File: src/rtl/vector_alu_issue.sv
// Issue/sequencing front-end for a combinational 128-bit vector ALU: one op in flight, per-op hold.
// Optional VEC_ISSUE_ILLEGAL_EN: ops 6/7 bypass the ALU and return res_err=1 with zero data.
module vector_alu_issue #(
    parameter int N          = 128,
    parameter int TAG_W      = 4,
    parameter int MUL_CYCLES = 2,
    parameter int DIV_CYCLES = 4
) (
    input  logic             clk,
    input  logic             rst_n,
    input  logic             req_valid,
    output logic             req_ready,
    input  logic [2:0]       req_op,
    input  logic [N-1:0]     req_a,
    input  logic [N-1:0]     req_b,
    input  logic [TAG_W-1:0] req_tag,
    output logic [N-1:0]     alu_a,
    output logic [N-1:0]     alu_b,
    output logic [2:0]       alu_sel,
    input  logic [N-1:0]     alu_c,
    output logic             res_valid,
    input  logic             res_ready,
    output logic [N-1:0]     res_data,
    output logic [TAG_W-1:0] res_tag
`ifdef VEC_ISSUE_ILLEGAL_EN
    ,
    output logic             res_err
`endif
);
    localparam int MAXH  = (MUL_CYCLES > DIV_CYCLES) ? MUL_CYCLES : DIV_CYCLES;
    localparam int CNT_W = $clog2(MAXH) + 1;

    typedef enum logic [1:0] {IDLE, EXEC, DONE} state_t;

    state_t           state_q;
    logic [CNT_W-1:0] cnt_q;
    logic             rdy_q;
    logic             res_valid_q;
    logic [N-1:0]     alu_a_q, alu_b_q, res_data_q;
    logic [2:0]       alu_sel_q;
    logic [TAG_W-1:0] tag_q, res_tag_q;
    logic             res_err_q;

    // Remaining hold cycles after the first EXEC cycle.
    function automatic logic [CNT_W-1:0] hold_m1(input logic [2:0] op);
        case (op)
            3'd4:    return CNT_W'(MUL_CYCLES - 1);
            3'd5:    return CNT_W'(DIV_CYCLES - 1);
            default: return '0;
        endcase
    endfunction

    always_ff @(posedge clk or negedge rst_n) begin
        if (!rst_n) begin
            state_q     <= IDLE;
            cnt_q       <= '0;
            rdy_q       <= 1'b0;
            res_valid_q <= 1'b0;
            alu_a_q     <= '0;
            alu_b_q     <= '0;
            alu_sel_q   <= '0;
            tag_q       <= '0;
            res_data_q  <= '0;
            res_tag_q   <= '0;
            res_err_q   <= 1'b0;
        end else begin
            case (state_q)
                IDLE: begin
                    rdy_q <= 1'b1;
                    if (req_valid && rdy_q) begin
                        rdy_q <= 1'b0;
`ifdef VEC_ISSUE_ILLEGAL_EN
                        if (req_op[2:1] == 2'b11) begin
                            res_data_q  <= '0;
                            res_tag_q   <= req_tag;
                            res_err_q   <= 1'b1;
                            res_valid_q <= 1'b1;
                            state_q     <= DONE;
                        end else
`endif
                        begin
                            alu_a_q   <= req_a;
                            alu_b_q   <= req_b;
                            alu_sel_q <= req_op;
                            tag_q     <= req_tag;
                            cnt_q     <= hold_m1(req_op);
                            state_q   <= EXEC;
                        end
                    end
                end
                EXEC: begin
                    if (cnt_q != '0) begin
                        cnt_q <= cnt_q - CNT_W'(1);
                    end else begin
                        res_data_q  <= alu_c;
                        res_tag_q   <= tag_q;
                        res_err_q   <= 1'b0;
                        res_valid_q <= 1'b1;
                        state_q     <= DONE;
                    end
                end
                DONE: begin
                    if (res_ready) begin
                        res_valid_q <= 1'b0;
                        res_err_q   <= 1'b0;
                        rdy_q       <= 1'b1;
                        state_q     <= IDLE;
                    end
                end
                default: state_q <= IDLE;
            endcase
        end
    end

    assign req_ready = rdy_q;
    assign alu_a     = alu_a_q;
    assign alu_b     = alu_b_q;
    assign alu_sel   = alu_sel_q;
    assign res_valid = res_valid_q;
    assign res_data  = res_data_q;
    assign res_tag   = res_tag_q;
`ifdef VEC_ISSUE_ILLEGAL_EN
    assign res_err   = res_err_q;
`else
    logic unused_err;
    assign unused_err = res_err_q;
`endif
endmodule

File: config.mk
export PLATFORM = sky130hd
export DESIGN_NAME = vector_alu_issue
export DESIGN_NICKNAME = d
export VERILOG_FILES = /design/src/rtl/vector_alu_issue.sv
export SDC_FILE = /design/constraint.sdc
export NUM_CORES = 1
export LEC_CHECK = 0
export ABC_AREA = 1
export CORE_AREA = 2 2 309 311
export DETAILED_ROUTE_END_ITERATION = 10
export DIE_AREA = 0 0 311 313
export DONT_BUFFER_PORTS = 1
export GPL_TIMING_DRIVEN = 0
export PLACE_DENSITY = 0.37
export SLEW_MARGIN = 20
export SYNTH_ARGS = -nofsm -noshare
export SYNTH_HDL_FRONTEND = slang
export SYNTH_SLANG_ARGS = --single-unit
File: constraint.sdc
create_clock -name clk -period 1.85 [get_ports clk]
set_input_delay 0.185 -clock clk [delete_from_list [all_inputs] [get_ports clk]]
set_output_delay 0.185 -clock clk [all_outputs]
set_load 0.02 [all_outputs]
==> metrics.md, run 1 <==
| Metric | Value |
|---|---|
| Reg2reg setup slack | 0.09 ns |
| Clock Skew | ~0.019 ns |
| Clock transition at the registers of the reported paths | 0.06 ns |
| Layout cell share with drive strength beyond 1 | about 8.1% |
| Total design power | 42.2 mW |
| WS Path Type | register to register |
| GR Overflow Total | 0 |
| Reg-to-Reg Start | state_q[1] |
| Sw Ratio | ~48% |
| Max-cap violations | 0 |
| Final net count | approximately 2600 |
| Register area share after synthesis | around 64% |
| Vias after detailed routing | 13848 |
| Critical Path RT | 2.38 ns |
| Root Buffer | clkbuf_16 |
| Fin crit share | 95.3% |
| Post-layout util | 24.3% |
| CTS max path bufs | 3 |
| Total GRT Usage | between 10% and 20% |
| Clk network pwr share | 21.5% |
| Residual DRC count | 0 |
| P_sw | 20.1 mW |
| Initial antenna violation count | 3 |
| Max VDD drop | 0.000870 V |
| Final Hold Viols | 402 |
| Fmax | 567 MHz |
| Worst setup margin | 0.0865 ns |
| Vias in the first global route | between 10000 and 15000 |
| Starting Density | 16.7% |
| Gate Count Post-Synth | 1742 |
| Worst Setup Start Kind | register |
| Final Setup Violations | 0 |
| Mapped cell area | 15700 um2 |
| Status | finished, violations left |
| Seq cells post-synth | 402 |
| TritonCTS clock tree | yes |
| Crit path time final | roughly 1.8 ns |
| Internal | roughly 22 mW |
| WHS | -0.691 ns |
| Critical path data arrival time | 2.30 ns |
| Num CTS Buffers | 47 |
| Sequential share of power | a little over half |
| Slew HR | 37.0% |
| FP Rows | 113 |
| Comb power frac | 25.3% |
| Pre-antenna DRT Iters | 8 |
| Die H | 313 um |
| Ports | 788 |
| Hold/Removal Path Class | input pin to async pin |
| Pwr dens | 1840 nW/um2 |
| Dpl ws | -0.792 ns |
| Yosys warns | 0 |
| Drt first-iter violations | 824 |
| Hold_buf cts | 393 |
| First-pass GRT wire length | 97300 um |
| P&R area growth vs syn | 45.6% |
| Avg Synthesized Cell Area | 9.02 um2 |
| CTS sink cnt | 402 |
| Final Max Tran Viols | 0 |
| Syn Nets | 2139 |
| Reg-to-reg endpoint | alu_a[72] |
| Worst Tran Pin Value | 0.945 ns |
| Die width | 311 um |
| Gpl congestion | between 0.9 and 1 |
| P_leak | 11.3 nW |
| Finished Cell Area | 22900 um2 |
| Drt wl/cell | 19.2 um |
| Drt via density | 3.97 |
| Pin count of the biggest net entering global routing | 403 |
| CP Capture Type | register |
| IO Port Bufs | 0 |
| Placed inst area | 17300 um2 |
| Routed Antenna Nets | 0 |
| Library cells used by synthesis | 17 |
| HPWL after DPL | 50600 um |
| Violated checks | negative hold slack |
| Die ar. | 97300 um2 |
| Htree depth | 2 |
| Clock Latency Late Sink | slightly below 0.6 ns |
| R2r worst-path depth | 6 |
| WL final | 67100 um |
| RSZ-0062 raised after global routing | no |
| Critical Path Fanout Max | 10 |
| Core Box Area | 94200 um2 |
## cell usage after synthesis (all sizes together)
| master | instances | area share (%) |
|---|---|---|
| nand3 | 264 | 8.4 |
| buf | 65 | 2.1 |
| xor2 | 1 | 0.056 |
| ha | 2 | 0.16 |
| dfrtp | 402 | 64 |
| nand2 | 667 | 16 |
| a21oi | 5 | 0.16 |
| o21ai | 136 | 4.3 |
| clkbuf | 50 | 1.2 |
| nor2 | 9 | 0.31 |
| inv | 141 | 3.4 |
## state kept, by name (all words and copies together), names as in the netlist
register and count:
alu_a 128, alu_b 128, res_data 128, res_tag 4, tag_q 4, alu_sel 3, cnt_q 3, state_q 2
req_ready 1, res_valid 1
## placed cells by master (no fill, tap or decap), types with 3 or more instances in the layout
| master | count |
|---|---|
| clkbuf_2 | 30 |
| o21ai_1 | 28 |
| buf_4 | 10 |
| diode_2 | 4 |
| nand2_1 | 667 |
| clkinvlp_4 | 5 |
| dfrtp_1 | 401 |
| clkbuf_1 | 23 |
| nor2_1 | 7 |
| clkbuf_8 | 9 |
| clkbuf_4 | 8 |
| nand3_1 | 263 |
| clkbuf_16 | 47 |
| inv_1 | 140 |
| clkinv_2 | 11 |
| a21oi_1 | 5 |
| dlygate4sd3_1 | 393 |
| buf_12 | 3 |
| o21ai_0 | 108 |
| buf_2 | 46 |
## critical path, cell delays in order, from the launching register on
cell,delay (ns)
dfrtp_1,0.45
nor2_4,0.17
buf_12,0.14
buf_2,0.32
buf_2,0.31
nand3_1,0.19
nand2_1,0.12
## layer usage
metal,up-vias,share of wire (%),GRT usage (%)
li1,6360,-,-
met1,6647,35,13.6
met2,697,50,23.4
met3,144,11,6.00
met4,0,4.5,6.10
met5,-,0,0
## metrics by stage
stage,instances,TNS (ns)
3_5_place_dp,3007,-104.15
4_1_cts,3484,0
3_3_place_gp,3007,-96.91
5_1_grt,3485,0
2_1_floorplan,1742,0
6_report,3488,0
## final cells by class
type                       instances  area [um2]
fill                           10218       71300
sequential                       402       10100
multi-input combinational       1084        4620
timing repair buffer             397        3990
tap                             1265        1580
clock buffer                      62        1310
buffer                           114         628
inverter                         141         532
clock inverter                    19         161
antenna                            4        10.0
## power by group through the flow
stage	sequential, mW	clock [mW]	combinational, mW
6_report	22.4	9.06	10.7
5_1_grt	23.0	9.78	12.3
4_1_cts	22.6	9.43	10.7
3_5_place_dp	22.7	0	9.74
3_3_place_gp	22.8	0	9.35
2_1_floorplan	20.3	0	6.87
## kinds of logic (layout without fill, tap and decap cells)
group                      Yosys count  in the layout  share of synthesized area (%)
xor gates and xnor gates             1              1                         0.0557
adders and majority gates            2              2                          0.159
buffers and inverters              256            733                           6.63
and+or+nand+nor                    940            940                           24.7
DFF                                402            402                           64.0
other                                0              4                              0
AOI/OAI and AO/OA                  141            141                           4.49
## how the worst max path moves through the flow
| stage | startpoint | end |
|---|---|---|
| floorplan | req_ready | alu_a[76] |
| global placement | req_ready | alu_a[72] |
| detailed placement | req_ready | alu_a[72] |
| CTS | cnt_q[0] | res_data[78] |
| global route | req_ready | alu_a[44] |
| finish | state_q[1] | alu_a[72] |
## what timing repair did
item	in CTS	in global routing
endpoints found under the setup margin	345	220
setup buffers	4	0
pin swaps	1	0
hold endpoints to repair	798	402
resized for setup	38	42
No activity file was read; power rests on OpenSTA's default activity.
==> inputs of run 2 (changes only) <==
Settings changed: REMOVE_ABC_BUFFERS set to 1.
==> metrics.md, run 2 (synthesized netlist as in run 1, its figures left out) <==
| Metric | Value |
|---|---|
| Status | finished, violations left |
| Violated checks | negative hold slack, max-slew violations |
| Die ar. | 97300 um2 (unchanged) |
| Fill cells | 10048 (-1.7%) |
| CP Capture Type | async pin |
| P_leak | 11.7 nW (+3.1%) |
| Total GRT Usage | 11.8% (-1.5 points) |
| Most frequent cells in the layout | 664 x nand2_1, 399 x dfrtp_1, 393 x dlygate4sd3_1 |
| Reg-to-reg endpoint | alu_a[111] |
| Root Buffer | clkbuf_16 |
| WS Path Type | input pin to async pin |
| Drt via density | 3.96 (-0.14%) |
| Drt wl/cell | 17.9 um (-6.8%) |
| Slew HR | -104% (-140 points) |
| Residual DRC count | 0 (unchanged) |
| Die H | 313 um (unchanged) |
| P&R area growth vs syn | 50.8% |
| Max VDD drop | 0.00102 V (+17%) |
| Sw Ratio | 45.4% (-2.3 points) |
| P_sw | 19.9 mW (-0.93%) |
| Fmax | 552 MHz (-2.7%) |
| WL final | 61700 um (-8.0%) |
| Initial antenna violation count | 5 (+2) |
| Reg-to-Reg Start | state_q[1] |
| Layout cell share with drive strength beyond 1 | 7.31% (-0.76 points) |
| Routing usage on met3 | 4.35% (-1.6 points) |
| Clock transition at the registers of the reported paths | 0.06 ns (about the same) |
| Commonest non-fill, non-tap cell in the layout | nand2_1 |
| Storage cell area | 10100 um2 (about the same) |
| Clk network pwr share | 20.5% (-1.0 points) |
| Final net count | 2540 (-1.7%) |
| Htree depth | 2 (unchanged) |
| CTS sink cnt | 402 (unchanged) |
| HPWL after DPL | 36100 um (-29%) |
| WHS | -0.705 ns (-0.0135 ns) |
| FP Rows | 113 (unchanged) |
| GR Overflow Total | 0 (unchanged) |
| Worst Setup EP | req_ready |
| Final Max Tran Viols | 286 (+286) |
| Fin crit share | 98.0% (+2.7 points) |
| Busiest grt layer | met2 |
| Vias in the first global route | 14112 (-4.1%) |
| Critical Path RT | 1.68 ns (-0.70 ns) |
| Num CTS Buffers | 47 (unchanged) |
| Internal | 24.0 mW (+8.7%) |
| Critical path origin | rst_n |
| Worst Setup Start Kind | input pin |
| M2 GR Usage | 20.9% (-2.4 points) |
| Final Hold Viols | 402 (unchanged) |
| IO Port Bufs | 0 (unchanged) |
| Sequential share of power | 49.5% (-3.7 points) |
| GR Util met1 | 12.8% (-0.79 points) |
| Hold_buf cts | 393 (unchanged) |
| CTS max path bufs | 3 (unchanged) |
| Gpl congestion | 0.898 (-0.73%) |
| Pre-antenna DRT Iters | 5 (-3) |
| Post-layout util | 25.2% (+0.87 points) |
| Comb power frac | 29.9% (+4.6 points) |
| Hold/Removal Path Class | input pin to async pin |
| Crit path time final | 1.81 ns (+0.0496 ns) |
| Pin count of the biggest net entering global routing | 403 (unchanged) |
| Critical Path Fanout Max | 402 (+392) |
| R2r worst-path depth | 7 (+1) |
| Clock Latency Late Sink | 0.59 ns (about the same) |
| Clock Skew | 0.00981 ns (-0.00871 ns) |
| Core Box Area | 94200 um2 (unchanged) |
| Final Setup Violations | 0 (unchanged) |
| Max-cap violations | 0 (unchanged) |
| First-pass GRT wire length | 88800 um (-8.7%) |
| Reg2reg setup slack | 0.04 ns (-0.05 ns) |
| TritonCTS clock tree | yes |
| Ports | 788 (unchanged) |
| Vias after detailed routing | 13654 (-1.4%) |
| Critical path data arrival time | 1.64 ns (-0.66 ns) |
| Area of the multi-input gates | 4740 um2 (+2.7%) |
| Drt first-iter violations | 817 (-0.85%) |
| Pwr dens | 1850 nW/um2 (+0.51%) |
| CP Depth | 0 (-6) |
| Worst Tran Pin Value | 3.07 ns (+2.12 ns) |
| Die width | 311 um (unchanged) |
| Starting Density | 16.7% (unchanged) |
| Routed Antenna Nets | 0 (unchanged) |
==> run 2: cell types whose count changed in the layout (fill, tap and decap cells not counted), moves of 6 or more <==
cell / previous run / this run
buf_4: 10 / 27
clkbuf_16: 47 / 54
clkbuf_2: 30 / 0
clkbuf_1: 23 / 15
nand3_1: 263 / 257
clkbuf_4: 8 / 0
buf_2: 46 / 0
bufbuf_16: 0 / 11
buf_16: 0 / 19
==> run 2: per-layer routing <==
metal	wire (um)	up-vias	share of wire (%)
met5	26	-	0.042
met4	2070	4	3.4
met3	5720	110	9.3
met2	31100	681	50
met1	22800	6571	37
li1	-	6288	-
==> run 2: per-stage QoR <==
step	std cells	total power, mW	worst slack [ns]	area [um2]	setup TNS [ns]
floorplan	1627	26.2	-7.67	15200	-2205.58
global placement	2892	28.7	-14.66	16800	-4192.47
detailed placement	2910	31.2	-0.905	17200	-161.18
CTS	3430	43.9	0.000228	23500	0
global route	3443	46.7	-0.00734	23700	-0.0195
finish	3444	43.9	0.0369	23700	0
==> run 2: how the worst min path moves through the flow <==
| stage | end | depth (start not counted) | slack (ns) |
|---|---|---|---|
| after global placement | res_data[41] | 0 | -0.10 |
| after CTS | res_tag[3] | 0 | -0.78 |
| after detailed placement | res_data[41] | 0 | -0.10 |
| final | res_data[41] | 0 | -0.70 |
| after global routing | res_data[110] | 0 | -0.77 |
| after floorplan | alu_a[0] | 0 | -0.11 |
==> run 2: power groups by stage <==
stage	clock network [mW]	registers (mW)	logic [mW]
after global routing	9.77	22.2	14.7
after detailed placement	0	21.9	9.33
final	9.02	21.8	13.1
after floorplan	0	20.4	5.85
after global placement	0	22.2	6.51
after CTS	9.39	21.8	12.7
==> run 2: timing repair <==
action                     4_1_cts  5_1_grt
setup buffers                   26        7
pin swaps                        5        3
gates resized for setup         29       12
setup endpoints to repair      327      117
hold endpoints to repair       798      402
gates cloned                    20        5
==> run 2: final cells by class <==
class	count	area share, %
Clock inverter	14	0.522
Clock buffer	68	5.64
Timing Repair inverter	1	0.0369
Timing Repair Buffer	463	22.3
Inverter	141	2.32
Sequential cell	402	42.4
Tap cell	1265	6.68
Antenna cell	3	0.0317
Multi-Input combinational cell	1087	20.0
